File: config.mk
export PLATFORM = sky130hd
export DESIGN_NAME = opcode_decode_stage
export DESIGN_NICKNAME = d
export VERILOG_FILES = /design/src/rtl/opcode_decode_stage.sv
export SDC_FILE = /design/constraint.sdc
export NUM_CORES = 1
export LEC_CHECK = 0
export ABC_AREA = 0
export ABC_CLOCK_PERIOD_IN_PS = 1400
export BUFFER_PORTS_ARGS = -buffer_cell sky130_fd_sc_hd__buf_2
export CAP_MARGIN = 20
export CORE_MARGIN = 5
export CORE_UTILIZATION = 50
export CTS_CLUSTER_SIZE = 10
export DETAILED_ROUTE_END_ITERATION = 8
export PLACE_DENSITY_LB_ADDON = 0.3
export SLEW_MARGIN = 5
export SYNTH_ARGS = -nofsm -noshare
export SYNTH_HDL_FRONTEND = slang
export SYNTH_SLANG_ARGS = --single-unit
File: constraint.sdc
create_clock -name clock -period 1.4 [get_ports clock]
set_input_delay 0.07 -clock clock [delete_from_list [all_inputs] [get_ports clock]]
set_output_delay 0.07 -clock clock [all_outputs]
set_load 0.01 [all_outputs]
File: src/rtl/opcode_decode_stage.sv
// Registered one-hot opcode decoder with a 2-entry skid buffer (valid/ready on both sides).
// Optional illegal-opcode flagging is enabled by defining OPDEC_ILLEGAL_EN.
`timescale 1ns/1ps
module opcode_decode_stage #(
  parameter int OP_W = 5,
  parameter int NUM_OUT = 32,
  parameter logic [NUM_OUT-1:0] LEGAL_MASK = {NUM_OUT{1'b1}}
) (
  input  logic               clock,
  input  logic               reset,
  input  logic               in_valid,
  output logic               in_ready,
  input  logic [OP_W-1:0]    in_opcode,
  input  logic               in_enable,
  output logic               out_valid,
  input  logic               out_ready,
  output logic [NUM_OUT-1:0] out_onehot,
  output logic [OP_W-1:0]    out_opcode,
  output logic               out_illegal
);

  logic               skid_valid;
  logic [NUM_OUT-1:0] skid_onehot;
  logic [OP_W-1:0]    skid_opcode;
  logic               skid_illegal;

  logic [NUM_OUT-1:0] dec_onehot;
  logic               dec_illegal;
  logic               accept;
  logic               drain;

  assign in_ready = ~skid_valid & ~reset;
  assign accept   = in_valid & in_ready;
  assign drain    = out_valid & out_ready;

`ifdef OPDEC_ILLEGAL_EN
  logic dec_legal;

  always_comb begin
    dec_onehot = '0;
    dec_legal  = 1'b0;
    for (int i = 0; i < NUM_OUT; i++) begin
      if (in_opcode == OP_W'(i)) begin
        dec_onehot[i] = in_enable;
        dec_legal     = LEGAL_MASK[i];
      end
    end
    // Opcodes beyond NUM_OUT never match above, so they fall out as illegal.
    if (!dec_legal) dec_onehot = '0;
    dec_illegal = ~dec_legal;
  end
`else
  logic unused_mask;
  assign unused_mask = ^LEGAL_MASK;

  always_comb begin
    dec_onehot = '0;
    for (int i = 0; i < NUM_OUT; i++) begin
      if (in_opcode == OP_W'(i)) dec_onehot[i] = in_enable;
    end
    dec_illegal = 1'b0;
  end
`endif

  always_ff @(posedge clock) begin
    if (reset) begin
      out_valid    <= 1'b0;
      out_onehot   <= '0;
      out_opcode   <= '0;
      out_illegal  <= 1'b0;
      skid_valid   <= 1'b0;
      skid_onehot  <= '0;
      skid_opcode  <= '0;
      skid_illegal <= 1'b0;
    end else if (skid_valid) begin
      // in_ready is low here, so the only possible move is S -> O.
      if (drain) begin
        out_onehot   <= skid_onehot;
        out_opcode   <= skid_opcode;
        out_illegal  <= skid_illegal;
        skid_valid   <= 1'b0;
        skid_onehot  <= '0;
        skid_opcode  <= '0;
        skid_illegal <= 1'b0;
      end
    end else if (accept) begin
      if (!out_valid || drain) begin
        out_valid   <= 1'b1;
        out_onehot  <= dec_onehot;
        out_opcode  <= in_opcode;
        out_illegal <= dec_illegal;
      end else begin
        skid_valid   <= 1'b1;
        skid_onehot  <= dec_onehot;
        skid_opcode  <= in_opcode;
        skid_illegal <= dec_illegal;
      end
    end else if (drain) begin
      out_valid   <= 1'b0;
      out_onehot  <= '0;
      out_opcode  <= '0;
      out_illegal <= 1'b0;
    end
  end

endmodule

==> flow_metrics.py <==
metrics = {
    "timing": {
        "finalHoldViolCount": 0,
        "fin_crit_sh": 1.04,
        "final-setup-viol-count": 10,
        "timing.final.crit_period_ns": 1.46,
        "setup_ws_ns": -0.0568,
        "rsz0062_at_grt": "true",
        "holdWs_ns": 0.0299,
        "max_freq_ghz": 0.686,
        "maxSlewViolCount": 0,
        "finalClockSkew_ns": 0.00791,
    },
    "drt": {
        "vias": 3348,
        "detail_route.vias_per_cell": 6.51,
        "ant_nets": 0,
        "drt_pass1_iterations": 4,
        "drtIter0Drc": 304,
        "post-route-drc-count": 0,
        "wl_um": 10400,
        "post_drt_wl_per_cell_um": 20.2,
    },
    "grt": {
        "antenna_found_initial": 0,
        "grtUsageTotal": 0.221,
        "grt_max_degree": 38,
        "grt_pass1_vias": 3087,
        "overflow": 0,
        "grt_pass1_wl_um": 15200,
    },
    "final_layout": {
        "layout_commonest_cell": "dfxtp_1",
        "antennaDiodeCount": 0,
        "syn2layout_area_growth_pct": 30.0,
        "nets": 441,
        "drive_above_1_share": 0.334,
        "fin_util": 0.666,
        "mostFrequentLayoutCells": "74 x dfxtp_1, 48 x buf_2, 38 x nor3_1, 33 x inv_1, 24 x nand2_1",
    },
    "job": {
        "max-cap-violations": 0,
    },
    "synth": {
        "syn_area_um2": 3460,
        "yosysUniqueCellTypes": 39,
        "async_flop_share": 0,
        "synth_ff_type": "dfxtp_1",
        "synthCells": 383,
        "synth_xor_area_frac": 0,
        "synth_compound_area_frac": 0.240,
        "ys_warn_count": 0,
        "synthMuxAreaShare": 0,
        "yosys.area_share.simple": 0.214,
        "synth_top_family_by_area": "compound AO/OA/AOI/OAI gates",
        "yosysTopAreaCellShare": 0.439,
        "avgSynthCellArea_um2": 9.04,
        "yosys.area.top_type": "dfxtp_1",
        "syn_nets": 393,
        "ys_ff_latch": 76,
        "synth_edf_count": 0,
        "yosys-top-cells-area": "dfxtp_1 44%, o32ai_1 8.1%, nor3_1 5.5%, a211oi_1 4.8%, a32oi_1 4.3%",
        "synth-adder-area-share": 0,
        "ys_seq_area_frac": 0.439,
    },
    "floorplan": {
        "ioPinCount": 50,
        "die_y_um": 93.2,
        "dieArea_um2": 8690,
        "rows": 30,
        "initial_core_util": 0.512,
        "die_w_um": 93.2,
        "core_area_um2": 6760,
    },
    "clock_network": {
        "htree_num_levels": 3,
        "root_buffer": "clkbuf_8",
        "clk_latency_ns": 0.34,
        "numCtsBuffers": 9,
        "cts.sinks": 76,
        "path_clk_slew_ns": 0.08,
        "cts_hold_buf": 0,
        "cts.path.max_buffers": 2,
        "cts_tree": "done",
    },
    "pwr": {
        "p_per_area_nw_per_um2": 1020,
        "cellLeakagePower_nw": 1.52,
        "ir_drop_mv": 0.567,
    },
    "worst_setup_path": {
        "crit_slowest_cell": "and4bb_4",
        "critPathMaxFanout": 17,
        "critPathCaptureType": "flop",
        "r2r-end": "out_onehot[29]",
        "cp_cell_sequence": "and4bb_4, clkbuf_16, a32oi_1, a211oi_1",
        "path_class": "flop to flop",
        "arrival_ns": 1.72,
        "crit_path_start_kind": "flop",
        "critPathMaxStageDelay_ns": 0.40,
        "reg2reg_from": "skid_valid",
        "crit_required_ns": 1.66,
        "worst-r2r-setup-slack_ns": -0.06,
        "reg2reg_depth": 4,
    },
    "min_path": {
        "hold_path.startpoint": "reset",
        "hold_class": "input port to flop",
        "min_path_cells": 2,
        "hold-path-endpoint": "out_valid",
    },
    "placement": {
        "dpl.hpwl_um": 6270,
        "io_buffers": 48,
        "gp_congestion": 0.880,
    },
    "status": {
        "outcome": "finished with violations",
        "violations": "negative setup slack",
    },
}
## sequential cells by signal (all words and copies together), names as in the netlist
| register | count |
|---|---|
| skid_opcode | 5 |
| out_valid | 1 |
| skid_onehot | 32 |
| out_onehot | 32 |
| out_opcode | 5 |
| skid_valid | 1 |
## cells by family (layout without fill, tap and decap cells)
| kind of cell | after synthesis | in the layout |
|---|---|---|
| and+or+nand+nor | 124 | 124 |
| other | 1 | 1 |
| DFF | 76 | 76 |
| buffers and inverters | 82 | 133 |
| AOI/OAI and AO/OA | 100 | 100 |
## power breakdown
part           total, mW  internal, mW  switching (mW)
combinational      0.857         0.366           0.491
sequential          2.32          2.27          0.0556
clock               1.43         0.664           0.761
total               4.60          3.30            1.31
## metal layers
layer	track usage	part of all wire	up-vias
met5	0	0	-
met4	0.0867	0.025	0
met3	0.0475	0.062	23
met2	0.386	0.51	132
met1	0.263	0.40	1644
li1	-	-	1549
## worst max-delay path: cells and delay by family (launching register included)
kind,cells,cell delay (ns)
flops,1,0.35
buf+inv,1,0.21
compound gates,2,0.41
simple gates,1,0.40
## worst max path at each step
stage / from / end / slack, ns / cells after the start
6_report: skid_valid / out_onehot[29] / -0.06 / 4
2_1_floorplan: out_valid / out_onehot[12] / 0.03 / 5
3_5_place_dp: out_valid / out_onehot[8] / -0.05 / 4
4_1_cts: skid_valid / out_onehot[18] / -0.008 / 4
5_1_grt: skid_valid / out_onehot[2] / -0.08 / 4
3_3_place_gp: skid_valid / out_onehot[29] / 0.01 / 4
## cells in the mapped netlist (2+ instances only)
library cell   n
buf_2         17
a22oi_1        5
a32oi_1       17
nand2_1       24
a211oi_1      22
o32ai_1       32
nor3_1        38
and2_1         2
buf_6          3
nand4_1        5
nor4bb_1       5
nor4b_1        4
buf_4          4
a21oi_1        2
clkbuf_1      23
and4b_1        4
nand3_1        9
a311oi_1      15
nand3_2        2
dfxtp_1       76
nor2_1         3
inv_1         33
nand2b_1       5
o2bb2ai_1      4
nand3b_1       8
nor2b_1        5
nor3b_1        4
## stage by stage
stage | TNS [ns] | cell area [µm²] | setup slack [ns] | instances | power [mW]
4_1_cts | -0.0155 | 4120 | -0.00777 | 509 | 4.51
5_1_grt | -2.79 | 4500 | -0.0799 | 514 | 4.78
6_report | -0.161 | 4500 | -0.0568 | 514 | 4.60
3_3_place_gp | 0 | 3900 | 0.0112 | 493 | 3.07
2_1_floorplan | 0 | 3460 | 0.0324 | 383 | 2.81
3_5_place_dp | -0.284 | 3900 | -0.0527 | 493 | 3.09
## final cells by class
class | count | area, µm²
inverter | 34 | 128
fill | 547 | 2250
clock buffer | 11 | 141
clock inverter | 3 | 15.0
multi-input combinational | 225 | 1870
timing repair buffer | 85 | 718
tap | 80 | 100
sequential | 76 | 1530
## timing repair
item	in CTS	in global routing
endpoints found under the hold margin	0	0
endpoints found under the setup margin	43	69
pin swaps	0	19
gates resized for setup	11	46
cloned	1	5
setup buffers	1	0
(Power assumes the default switching activity.)
